`src/rtl/mem_stage.sv`:
```
// rtl/mem_stage.sv - memory-access pipeline stage with req/gnt/rvalid data-memory handshake
// Optional MEM_TIMEOUT_EN adds an outstanding-access timeout that aborts and sets sticky mem_err.
module mem_stage #(
  parameter int TIMEOUT = 255
) (
  input  logic        clk,
  input  logic        reset,
  input  logic [3:0]  ctrl_mem,
  input  logic [4:0]  rd_mem,
  input  logic [63:0] alu_result,
  input  logic [63:0] write_data1,
  output logic        stall,
  output logic        dmem_req,
  output logic        dmem_we,
  output logic [63:0] dmem_addr,
  output logic [63:0] dmem_wdata,
  input  logic        dmem_gnt,
  input  logic        dmem_rvalid,
  input  logic [63:0] dmem_rdata,
  output logic [1:0]  ctrl_wb,
  output logic [4:0]  rd_wb,
  output logic [63:0] alu_result_wb,
  output logic [63:0] read_data_wb,
  output logic        mem_err
);

  localparam logic [1:0] S_IDLE = 2'd0;
  localparam logic [1:0] S_REQ  = 2'd1;
  localparam logic [1:0] S_RESP = 2'd2;

  logic [1:0]  state;
  logic [63:0] h_addr;
  logic [63:0] h_wdata;
  logic        h_we;
  logic [1:0]  h_ctrl;
  logic [4:0]  h_rd;

  logic memop;
  logic busy;
  logic completion;
  logic abort;

  assign memop      = ctrl_mem[1] | ctrl_mem[0];
  assign busy       = (state == S_REQ) || (state == S_RESP);
  // Writes finish on grant; reads need the separate response beat.
  assign completion = ((state == S_REQ) && dmem_gnt && h_we) ||
                      ((state == S_RESP) && dmem_rvalid);

`ifdef MEM_TIMEOUT_EN
  localparam int CW = (TIMEOUT > 255) ? $clog2(TIMEOUT + 1) : 8;

  logic [CW-1:0] tcnt;
  logic          err_q;

  assign abort   = busy && !completion && ((tcnt + CW'(1)) == CW'(TIMEOUT));
  assign mem_err = err_q;

  always_ff @(posedge clk) begin
    if (reset) begin
      tcnt  <= '0;
      err_q <= 1'b0;
    end else begin
      tcnt <= (state == S_IDLE) ? '0 : tcnt + CW'(1);
      if (abort) begin
        err_q <= 1'b1;
      end
    end
  end
`else
  logic unused_timeout;

  assign unused_timeout = ^TIMEOUT;
  assign abort          = 1'b0;
  assign mem_err        = 1'b0;
`endif

  assign stall      = ((state == S_IDLE) && memop) || (busy && !completion && !abort);
  assign dmem_req   = (state == S_REQ);
  assign dmem_we    = dmem_req & h_we;
  assign dmem_addr  = dmem_req ? h_addr  : 64'd0;
  assign dmem_wdata = dmem_req ? h_wdata : 64'd0;

  always_ff @(posedge clk) begin
    if (reset) begin
      state         <= S_IDLE;
      h_addr        <= 64'd0;
      h_wdata       <= 64'd0;
      h_we          <= 1'b0;
      h_ctrl        <= 2'b00;
      h_rd          <= 5'd0;
      ctrl_wb       <= 2'b00;
      rd_wb         <= 5'd0;
      alu_result_wb <= 64'd0;
      read_data_wb  <= 64'd0;
    end else begin
      case (state)
        S_IDLE: begin
          if (memop) begin
            h_addr  <= alu_result;
            h_wdata <= write_data1;
            h_we    <= ctrl_mem[0];
            h_ctrl  <= ctrl_mem[3:2];
            h_rd    <= rd_mem;
            ctrl_wb <= 2'b00;
            state   <= S_REQ;
          end else begin
            ctrl_wb       <= ctrl_mem[3:2];
            rd_wb         <= rd_mem;
            alu_result_wb <= alu_result;
            read_data_wb  <= 64'd0;
          end
        end
        S_REQ, S_RESP: begin
          if (completion) begin
            ctrl_wb       <= h_ctrl;
            rd_wb         <= h_rd;
            alu_result_wb <= h_addr;
            read_data_wb  <= h_we ? 64'd0 : dmem_rdata;
            state         <= S_IDLE;
          end else begin
            ctrl_wb <= 2'b00;
            if (abort) begin
              state <= S_IDLE;
            end else if ((state == S_REQ) && dmem_gnt) begin
              state <= S_RESP;
            end
          end
        end
        default: begin
          state   <= S_IDLE;
          ctrl_wb <= 2'b00;
        end
      endcase
    end
  end

endmodule

```
`config.mk`:
```
export PLATFORM = sky130hd
export DESIGN_NAME = mem_stage
export DESIGN_NICKNAME = d
export VERILOG_FILES = /design/src/rtl/mem_stage.sv
export SDC_FILE = /design/constraint.sdc
export NUM_CORES = 1
export LEC_CHECK = 0
export ABC_AREA = 1
export ABC_CLOCK_PERIOD_IN_PS = 2120
export BUFFER_PORTS_ARGS = -buffer_cell sky130_fd_sc_hd__buf_2
export CORE_AREA = 2 2 184 186
export DETAILED_ROUTE_END_ITERATION = 6
export DIE_AREA = 0 0 186 188
export MAX_ROUTING_LAYER = met4
export PLACE_DENSITY = 0.77
export SLEW_MARGIN = 10
export SYNTH_ARGS = -nofsm -noshare
export SYNTH_HDL_FRONTEND = slang
export SYNTH_SLANG_ARGS = --single-unit
```
`constraint.sdc`:
```
create_clock -name clk -period 2.12 [get_ports clk]
set_clock_uncertainty 0.15 [all_clocks]
set_input_delay 0.636 -clock clk [delete_from_list [all_inputs] [get_ports clk]]
set_output_delay 0.636 -clock clk [all_outputs]
set_load 0.03 [all_outputs]
```
[Yosys cells after proc, flatten, opt, wreduce, memory -nomap -nowiden]
Cells that the tools add are included.
Operators by class
  $add $sub $neg: 0
  multipliers: 0
  divide/modulo/power cells: 0
  magnitude comparators: 0
  eq/ne operators: 6
  shifts and indexed selects: 0
  multiplexer cells: 19
  bitwise operators: 2
  reduce and logical (&&, ||, !) cells: 15
Operator list (number)
  64-bit two-way mux: 7
  64-bit case mux with 2 select lines: 2
  2-bit two-way mux: 5
  5-bit two-way mux: 2
  5-bit case mux with 2 select lines: 1
  2-bit case mux with 2 select lines: 2
  2-bit inequality test, second input constant: 3
  1-bit logical AND: 5
  2-bit AND reduction: 2
  1-bit logical OR: 3
  3-bit inequality test, second input constant: 1
  3-bit AND reduction: 1
  2-bit by 1-bit == test with 1-bit output, second input constant: 1
  2-bit == test, second input constant: 1
  2-bit logical NOT: 1
  2-bit nonzero test: 1
  2-bit OR reduction: 1
  1-bit AND: 1
  1-bit logical NOT: 1
  1-bit OR: 1
Word-level totals
  register bits: 273
  latch bits: 0
  bits in writable memories: 0
  memory bits (read-only): 0
  output and inout bits: 267
  word-level logic and storage cells: 52
  memories: 0

[Longest topological paths before layout]
Gate-level depths: netlist (run 1).
  depth after elaboration: 7
  gate-level depth with buffers: 12
  gate-level depth less buffers: 9

[Worst setup path before layout (run 1)]
No wires, ideal clock.
  path type: reg-to-output
  start point: reg state[1]
  end point: out dmem_wdata[53]
  arrival time: 1671 ps
  data required time: 1334 ps
  setup slack: -337 ps
  cell stages (with the launch flop): 7
  cell sequence: dfxtp_1 inv_1 ha_1 clkbuf_1 buf_1 nand2_1 inv_1
Between the ends
  word-level cells in the longest chain between the ends: 2
RTL lines
  from (decl): line 31  | logic [1:0] state;
  from (signal assigned): line 85  | state <= S_IDLE;
  from (signal assigned): line 105  | state <= S_REQ;
  from (signal assigned): line 119  | state <= S_IDLE;
  2-bit by 1-bit == test with 1-bit output: line 78  | assign dmem_req = (state == S_REQ);
  net dmem_req: line 13  | output logic dmem_req,
  64-bit two-way mux: line 81  | assign dmem_wdata = dmem_req ? h_wdata : 64'd0;
  to (decl): line 16  | output logic [63:0] dmem_wdata,
The timed path passes the listed nets, and every way through them passes these cells.

[Final worst setup path (run 1)]
  start point: reg state[1]
  end point: out dmem_wdata[48]
Between the ends
  word-level cells in the longest chain between the ends: 2
RTL lines (line)
  2-bit by 1-bit == test with 1-bit output: 78
  64-bit two-way mux: 81
Every way passes these cells.

==> results of run 1 <==
-- worst register-to-register path, delay by kind of cell (launching register included) --
kind	cells	cell delay, ns
AOI/OAI and AO/OA	1	0.11
adders and majority gates	1	0.30
DFF	1	0.35
and+or+nand+nor	2	0.23
buffers and inverters	6	0.78
-- cells by family after synthesis --
group,Yosys count,synth area share
other,1,0.000305
AOI/OAI and AO/OA,264,0.107
buffers and inverters,435,0.142
and+or+nand+nor,979,0.302
adders and majority gates,4,0.00407
DFF,273,0.444
-- layer usage --
layer,GRT usage,up-vias
met5,-,-
met4,0.131,0
met3,0.0453,152
met2,0.382,637
met1,0.260,6004
li1,-,6674
-- sequential cells by signal, summed over array words and instances, names as in the netlist --
name           count
h_ctrl             2
alu_result_wb     64
h_addr            64
h_rd               5
h_we               1
read_data_wb      64
h_wdata           64
state              2
rd_wb              5
ctrl_wb            2
-- cell type report --
| cell class | instances | area [um^2] |
|---|---|---|
| Clock inverter | 13 | 210 |
| Fill cell | 2987 | 15400 |
| Clock buffer | 41 | 822 |
| Inverter | 312 | 1180 |
| Antenna cell | 8 | 20.0 |
| Sequential cell | 273 | 5470 |
| Tap cell | 448 | 561 |
| Multi-Input combinational cell | 1248 | 5360 |
| Timing Repair Buffer | 540 | 4070 |
-- path summary, 6_finish.rpt --
kind | from | depth (start not counted) | end
worst max-delay path | state[1] | 7 | dmem_wdata[48]
worst min-delay path | write_data1[8] | 3 | h_wdata[8]
worst max register to register | state[1] | 10 | read_data_wb[30]
worst min register to register | h_ctrl[1] | 2 | ctrl_wb[1]
-- report_power, final --
group	switching (mW)	total, mW	internal (mW)	leakage (nW)
Sequential	1.18	8.13	6.94	2.26
Clock	2.18	5.50	3.32	0.499
Combinational	8.86	13.7	4.82	7.39
-- timing repair --
item                                    4_1_cts  5_1_grt
endpoints found under the setup margin      131      161
buffers inserted                              9        3
cloned                                        6        2
gates resized for setup                     329       64
hold buffers                                  0        0
pin swaps                                    25        3
-- through the flow --
| step | std cells | utilization | setup TNS [ns] |
|---|---|---|---|
| after global routing | 2883 | 0.534 | -58.59 |
| after detailed placement | 2805 | 0.463 | -3.48 |
| final | 2883 | 0.534 | -49.89 |
| after floorplan | 1956 | - | 0 |
| after global placement | 2805 | 0.463 | -1.71 |
| after CTS | 2874 | 0.530 | -58.30 |
-- placed cells by master, fill, tap and decap left out, drive strengths merged, types with 8 or more instances in the layout --
cell type | netlist | routed
inv | 311 | 313
a21oi | 95 | 95
dfxtp | 273 | 273
clkbuf | 76 | 43
nand2 | 553 | 553
o21ai | 169 | 169
diode | 0 | 8
nor2 | 415 | 415
buf | 47 | 538
==> results.json, run 1 <==
{
  "outcome": "finished, violations left",
  "violations": "setup timing",
  "endpoint_kind": "output port",
  "syn_to_final_growth_pct": 43.8,
  "clk_pin_slew_ns": 0.06,
  "synth.most_common_cell": "nand2_1",
  "htree_levels": 1,
  "final_area_mm2": 0.0177,
  "syn_inst": 1956,
  "cts_buffers": 30,
  "initial_core_util": 0.371,
  "finalMaxSlewViolations": 0,
  "critPathMostFrequentCell": "buf_12",
  "grt_pass1_wl_mm": 63.7,
  "worst_slack_ns": -0.450,
  "vias": 13467,
  "critical_path.top_delay_family": "buffers and inverters",
  "dr.max_layer_used": "met4",
  "crit_buf_inv": 5,
  "worst_ep_arrival_time_ns": 1.78,
  "drc": 0,
  "finalWeightedCongestion": 0.840,
  "async_flop_share": 0,
  "setup_violations": 131,
  "ys_top_cells_by_count": "nand2_1 (553), nor2_1 (413), inv_1 (308), dfxtp_1 (273), o21ai_0 (169)",
  "tritoncts": "done",
  "final_nets": 2614,
  "wl_met3_mm": 3.52,
  "cp.required_ns": 1.33,
  "ys.flop_type": "dfxtp_1",
  "netlist_top_cells_area": "dfxtp_1 (44%), nand2_1 (17%), nor2_1 (13%)",
  "power_leakage_nw": 10.2,
  "yosys_register_bits": 273,
  "drive_gt1_frac": 0.288,
  "die_h_um": 188,
  "cts_sinks": 273,
  "postPlaceCellArea_mm2": 0.0153,
  "numPortBuffers": 470,
  "dp_hpwl_mm": 26.7,
  "grt_start_max_net_pins": 94,
  "core_mm2": 0.0331,
  "wirelength_mm": 41.5,
  "ir_drop_uv": 770,
  "synthDistinctLibCells": 21,
  "cp_cell_sequence": "inv_4, ha_4, buf_12, buf_12, nand2_1, inv_1, buf_6",
  "power_mw": 27.3,
  "die-area_mm2": 0.0350,
  "overflow": 0,
  "synth_warnings": 0,
  "crit_type": "flop to output port",
  "synth_edf_count": 0,
  "min_period_ns": 2.57,
  "vias_per_cell": 4.67,
  "rsz0062_at_grt": "true",
  "antenna_found_initial": 9,
  "synth_nets": 2165,
  "wl_met2_mm": 19.5,
  "ys_seq_area_frac": 0.444,
  "clock_path_buffers": 3,
  "cts_root_buf": "clkbuf_16",
  "drt_iter0_markers": 679,
  "fin_hold_ws_ns": 0.144,
  "rows": 67,
  "ff2ff_setup_slack_ns": 0.13,
  "synthesis.area_mm2": 0.0123,
  "crit_fanout": 26,
  "clk_latency_ns": 0.57,
  "finalHoldViolations": 0,
  "power_density_mw_per_mm2": 1540,
  "hold_class": "input pin to flop",
  "worst_setup_path_start_kind": "flop",
  "max_freq_ghz": 0.389,
  "synth_top_area_frac": 0.444,
  "yosysTopAreaCell": "dfxtp_1",
  "die_w_um": 186,
  "drv_cap": 0,
  "cpPeakStageDelay_ns": 0.33,
  "wire_per_inst_um": 14.4,
  "fin_crit_sh": 1.21,
  "m1WireLength_mm": 16.2,
  "slowest_stage": "dfxtp_2",
  "first_global_vias": 13004,
  "drt-pass1-iter-count": 7,
  "floorplan.io_pins": 472,
  "place_worst_setup_slack_ns": -0.179,
  "ant_nets": 0,
  "avgSynthCellArea_um2": 6.29,
  "grt_usage": 0.231
}
(Power assumes the default switching activity.)
==> run 2: changes to the inputs <==
--- a/config.mk
+++ b/config.mk
@@ -5,14 +5,13 @@
 export SDC_FILE = /design/constraint.sdc
 export NUM_CORES = 1
 export LEC_CHECK = 0
-export ABC_AREA = 1
 export ABC_CLOCK_PERIOD_IN_PS = 2120
 export BUFFER_PORTS_ARGS = -buffer_cell sky130_fd_sc_hd__buf_2
-export CORE_AREA = 2 2 184 186
+export CORE_AREA = 2 2 185 187
 export DETAILED_ROUTE_END_ITERATION = 6
-export DIE_AREA = 0 0 186 188
+export DIE_AREA = 0 0 187 189
 export MAX_ROUTING_LAYER = met4
-export PLACE_DENSITY = 0.77
+export PLACE_DENSITY = 0.76
 export SLEW_MARGIN = 10
 export SYNTH_ARGS = -nofsm -noshare
 export SYNTH_HDL_FRONTEND = slang
==> constraint.sdc (replaced) <==
create_clock -name clk -period 2.12 [get_ports clk]
set_clock_uncertainty 0.15 [all_clocks]
set_input_delay 0.318 -clock clk [delete_from_list [all_inputs] [get_ports clk]]
set_output_delay 0.318 -clock clk [all_outputs]
set_load 0.03 [all_outputs]
==> results.json, run 2 <==
{
  "crit_buf_inv": 5,
  "wire_per_inst_um": 20.6,
  "initial_core_util": 0.364,
  "finalMaxSlewViolations": 0,
  "synth_warnings": 0,
  "critical_path.top_delay_family": "buffers and inverters",
  "synth_top_family_by_area": "simple AND/OR/NAND/NOR gates",
  "crit_fanout": 13,
  "multiInputGateArea_mm2": 0.00654,
  "syn_inst": 1422,
  "worst_slew_pin_slew_ns": 0.581,
  "synth_xor_area_frac": 0,
  "synthAdderAreaFrac": 0.00413,
  "dp_hpwl_mm": 25.4,
  "cts_buffers": 30,
  "finalHoldViolations": 0,
  "floorplan.io_pins": 472,
  "cp.required_ns": 2.42,
  "seq_area_mm2": 0.00547,
  "postPlaceCellArea_mm2": 0.0151,
  "wirelength_mm": 53.4,
  "synthDistinctLibCells": 30,
  "endpoint_kind": "flop",
  "power_density_mw_per_mm2": 1170,
  "clkPwrFrac": 0.246,
  "numPortBuffers": 470,
  "clk_latency_ns": 0.56,
  "power_leakage_nw": 9.65,
  "core_mm2": 0.0333,
  "htree_levels": 1,
  "p_seq_frac": 0.275,
  "syn_to_final_growth_pct": 70.4,
  "drt_iter0_markers": 800,
  "grt_start_max_net_pins": 136,
  "slowest_stage": "a311o_2",
  "finalWeightedCongestion": 0.917,
  "grt_usage": 0.270,
  "ant_nets": 0,
  "max_freq_ghz": 0.438,
  "yosysTopAreaCell": "dfxtp_1",
  "final_common_cell": "buf_2",
  "worst_ep_arrival_time_ns": 2.58,
  "yosys_register_bits": 273,
  "synthMuxAreaShare": 0.176,
  "clock_path_buffers": 3,
  "synth-compound-area-share": 0.0632,
  "final_area_mm2": 0.0207,
  "drc": 0,
  "first_global_vias": 13718,
  "violations": "setup timing",
  "synth.most_common_cell": "nand2_1",
  "cpPeakStageDelay_ns": 0.38,
  "p_comb_frac": 0.479,
  "place_worst_setup_slack_ns": -0.00138,
  "die_h_um": 189,
  "synth_nets": 1631,
  "die-area_mm2": 0.0353,
  "synth_edf_count": 0,
  "hold_class": "input pin to flop",
  "final_nets": 2319,
  "worst_setup_path_start_kind": "flop",
  "tritoncts": "done",
  "switchingPower_mw": 9.10,
  "p_int_mw": 15.1,
  "vias_per_cell": 5.16,
  "drive_gt1_frac": 0.387,
  "synthesis.area_mm2": 0.0121,
  "worst_slack_ns": -0.163,
  "drt-pass1-iter-count": 5,
  "outcome": "finished, violations left",
  "clk_pin_slew_ns": 0.06,
  "rows": 67,
  "synth_top_area_frac": 0.451,
  "critPathMostFrequentCell": "buf_4",
  "netlist_top_cells_area": "dfxtp_1 (45%), mux2i_1 (11%), nand2_1 (10%)",
  "rsz0062_at_grt": "true",
  "ir_drop_uv": 773,
  "setup_violations": 250,
  "ys.flop_type": "dfxtp_1",
  "cts_root_buf": "clkbuf_16",
  "die_w_um": 187,
  "layout.cells.most_common_list": "buf_2 (338), nand2_1 (337), dfxtp_1 (271)",
  "vias": 13374,
  "cp_cell_sequence": "inv_4, buf_4, ha_4, nor2_1, a311o_2, buf_4, buf_4, clkbuf_16, mux2_2",
  "drv_cap": 0,
  "async_flop_share": 0,
  "avgSynthCellArea_um2": 8.52,
  "overflow": 0,
  "ys_top_cells_by_count": "nand2_1 (339), dfxtp_1 (273), a21oi_1 (136), mux2i_1 (133), and2_1 (129)",
  "antenna_found_initial": 5,
  "cts_sinks": 273,
  "ys_seq_area_frac": 0.451,
  "fillers": 2377,
  "switching_share": 0.376,
  "crit_type": "flop to flop",
  "slew_headroom": 0.612,
  "synthSimpleGateAreaFrac": 0.266,
  "min_period_ns": 2.28,
  "grt_pass1_wl_mm": 74.0,
  "fin_crit_sh": 1.08
}
==> run 2: stage by stage <==
stage	hold WS [ns]	setup TNS (ns)	util	power [mW]	cells
3_3_place_gp	0.287	0	0.454	14.3	2265
3_5_place_dp	0.292	-0.00138	0.454	14.4	2265
5_1_grt	0.0459	-39.56	0.620	25.0	2587
6_report	0.0369	-24.63	0.621	24.2	2590
2_1_floorplan	0.282	0	-	12.1	1422
4_1_cts	0.00567	-27.33	0.594	22.5	2550
==> run 2: layer usage <==
layer	wire length, um	track usage	part of all wire	up-vias
li1	-	-	-	5985
met1	19500	0.288	0.36	6335
met2	26600	0.469	0.50	768
met3	3830	0.0523	0.072	286
met4	3500	0.157	0.066	0
met5	0	-	0	-
==> run 2: power by group through the flow <==
stage	combinational, mW	sequential, mW	clock, mW
after floorplan	4.58	7.52	0
after global placement	7.66	6.60	0
after detailed placement	7.78	6.64	0
after CTS	9.88	6.57	6.02
after global routing	12.1	6.73	6.23
final	11.6	6.65	5.96
==> run 2: repair_timing <==
item / CTS / global route
buffers inserted: 12 / 16
gates cloned: 15 / 18
resized for setup: 315 / 116
hold buffers: 202 / 0
setup endpoints to repair: 135 / 264
hold endpoints to repair: 232 / 0
pin swaps: 38 / 31
==> run 2: layout make-up <==
cell class | count | share of cell area
repair buffers | 770 | 0.335
inverters | 2 | 0.000485
clock inverters | 19 | 0.0141
multi-input cells | 1033 | 0.317
well taps | 448 | 0.0271
clock buffers | 37 | 0.0411
flip-flops and latches | 273 | 0.265
diodes | 8 | 0.000969
==> run 2: worst paths after layout <==
path,depth (start not counted),slack [ns],end,start
setup / recovery,9,-0.16,alu_result_wb[38],state[1]
hold / removal,4,0.04,state[1],dmem_gnt
setup reg to reg,9,-0.16,alu_result_wb[38],state[1]
hold reg to reg,2,0.31,h_wdata[19],h_wdata[19]
==> run 2: kinds of logic after synthesis <==
group / after synthesis
AND/OR/NAND/NOR: 679
flip-flops: 273
other: 1
buffers and inverters: 116
multiplexers: 202
AO/OA/AOI/OAI: 147
adder cells (fa/ha/maj): 4
==> run 2: worst min-delay path, delay by kind of cell <==
| family | cells | cell delay (ns) |
|---|---|---|
| AO/OA/AOI/OAI | 1 | 0.06 |
| buffers and inverters | 1 | 0.13 |
| AND/OR/NAND/NOR | 2 | 0.20 |
==> run 3: changes to the inputs <==
==> constraint.sdc (replaced) <==
create_clock -name clk -period 2.12 [get_ports clk]
set_clock_uncertainty 0.15 [all_clocks]
set_input_delay 0.424 -clock clk [delete_from_list [all_inputs] [get_ports clk]]
set_output_delay 0.424 -clock clk [all_outputs]
set_load 0.03 [all_outputs]
==> results.json, run 3 (synthesis results as in run 2) <==
{
  "outcome": "finished, violations left",
  "vias_per_cell": 5.07,
  "ant_nets": 0,
  "grt_pass1_wl_mm": 70.8,
  "drv_cap": 0,
  "setup_violations": 255,
  "m1WireLength_mm": 18.5,
  "max_freq_ghz": 0.423,
  "worst_ep_arrival_time_ns": 1.79,
  "violations": "setup timing",
  "vias": 13097,
  "fin_hold_ws_ns": 0.0182,
  "drt-pass1-iter-count": 5,
  "final_util": 0.608,
  "drive_gt1_frac": 0.363,
  "overflow": 0,
  "worst_setup_path_start_kind": "flop",
  "wl_met3_mm": 3.65,
  "cts_buffers": 29,
  "drt_iter0_markers": 832,
  "crit_fanout": 19,
  "die_h_um": 189,
  "first_global_vias": 13420,
  "clk_latency_ns": 0.55,
  "layout.cells.most_common_list": "buf_2 (338), nand2_1 (337), dfxtp_1 (271)",
  "dp_hpwl_mm": 25.6,
  "dr.max_layer_used": "met4",
  "final_nets": 2315,
  "endpoint_kind": "output port",
  "initial_core_util": 0.364,
  "cts_root_buf": "clkbuf_16",
  "wire_per_inst_um": 19.3,
  "grt_start_max_net_pins": 100,
  "antenna_found_initial": 5,
  "slowest_stage": "dfxtp_2",
  "fin_crit_sh": 1.11,
  "die_w_um": 187,
  "worst_slack_ns": -0.242,
  "cp.required_ns": 1.55,
  "final_common_cell": "buf_2",
  "crit_type": "flop to output port",
  "rsz0062_at_grt": "true",
  "tritoncts": "done",
  "wl_met2_mm": 24.8,
  "die-area_mm2": 0.0353,
  "grt_usage": 0.254,
  "worst_slew_pin_slew_ns": 0.563,
  "clk_pin_slew_ns": 0.06,
  "cts_sinks": 273,
  "cp_cell_sequence": "inv_4, ha_4, buf_8, buf_16, and2_1, buf_6",
  "fillers": 2508,
  "power_density_mw_per_mm2": 1150,
  "clock_path_buffers": 3,
  "rows": 67,
  "floorplan.io_pins": 472,
  "htree_levels": 1,
  "power_mw": 23.2,
  "power_leakage_nw": 9.44,
  "syn_to_final_growth_pct": 67.0,
  "min_period_ns": 2.36,
  "postPlaceCellArea_mm2": 0.0152,
  "drc": 0,
  "ir_drop_uv": 759,
  "finalWeightedCongestion": 0.899,
  "wirelength_mm": 50.0,
  "numPortBuffers": 470,
  "slew_headroom": 0.624,
  "cpPeakStageDelay_ns": 0.33,
  "hold_class": "input pin to flop",
  "final_area_mm2": 0.0202,
  "finalMaxSlewViolations": 0,
  "finalHoldViolations": 0,
  "core_mm2": 0.0333
}
-- run 3: cell count changes in the layout (fill, tap and decap cells not counted), moves of 5 or more --
| cell | delta |
|---|---|
| and2_4 | -49 |
| mux2i_2 | +5 |
| buf_16 | -9 |
| mux2i_1 | -6 |
| dlygate4sd3_1 | -8 |
| and2_1 | +49 |
| bufinv_16 | -6 |
| clkbuf_1 | +9 |
-- run 3: area by class of cell --
| type | instances | area [um^2] | area share |
|---|---|---|---|
| Antenna cell | 8 | 20.0 | 0.000989 |
| Inverter | 2 | 10.0 | 0.000495 |
| Multi-Input combinational cell | 1033 | 6440 | 0.318 |
| Sequential cell | 273 | 5470 | 0.270 |
| Timing Repair Buffer | 767 | 6820 | 0.337 |
| Clock buffer | 46 | 860 | 0.0425 |
| Clock inverter | 6 | 65.1 | 0.00321 |
| Tap cell | 448 | 561 | 0.0277 |
-- run 3: report_power, final --
group	switching (mW)	total (mW)	leakage (nW)	internal [mW]
combinational	6.08	11.5	6.75	5.47
clock	2.13	5.02	0.450	2.89
sequential	0.563	6.63	2.24	6.07
total	8.77	23.2	9.44	14.4
-- run 3: final timing paths --
path / slack (ns) / end / start / cells after the start
setup / recovery: -0.24 / dmem_wdata[33] / state[1] / 6
hold / removal: 0.02 / h_addr[39] / alu_result[39] / 3
setup reg to reg: -0.13 / alu_result_wb[50] / state[1] / 9
hold reg to reg: 0.30 / h_wdata[8] / h_wdata[8] / 2
-- run 3: worst max-delay path: cells and delay by family, from the launching register on --
kind / cells / cell delay (ns)
fa+ha+maj: 1 / 0.17
buf+inv: 4 / 0.54
flops: 1 / 0.33
simple gates: 1 / 0.18
-- run 3: through the flow --
| step | worst slack [ns] | std cells | TNS (ns) |
|---|---|---|---|
| after detailed placement | -0.0605 | 2271 | -1.86 |
| after global placement | -0.00301 | 2271 | -0.00301 |
| after global routing | -0.284 | 2580 | -47.11 |
| final | -0.242 | 2583 | -31.48 |
| after CTS | -0.249 | 2530 | -43.83 |
| after floorplan | 0.0105 | 1422 | 0 |
-- run 3: timing repair --
item	CTS	global route
setup endpoints to repair	232	259
hold buffers	194	0
cloned	4	26
buffers inserted	9	19
gates resized for setup	321	68
pin swaps	6	10
endpoints found under the hold margin	194	0
-- run 3: per-layer routing --
layer,up-vias,global-route usage
met5,-,-
met4,0,0.140
met3,245,0.0456
met2,731,0.438
met1,6159,0.277
li1,5962,-
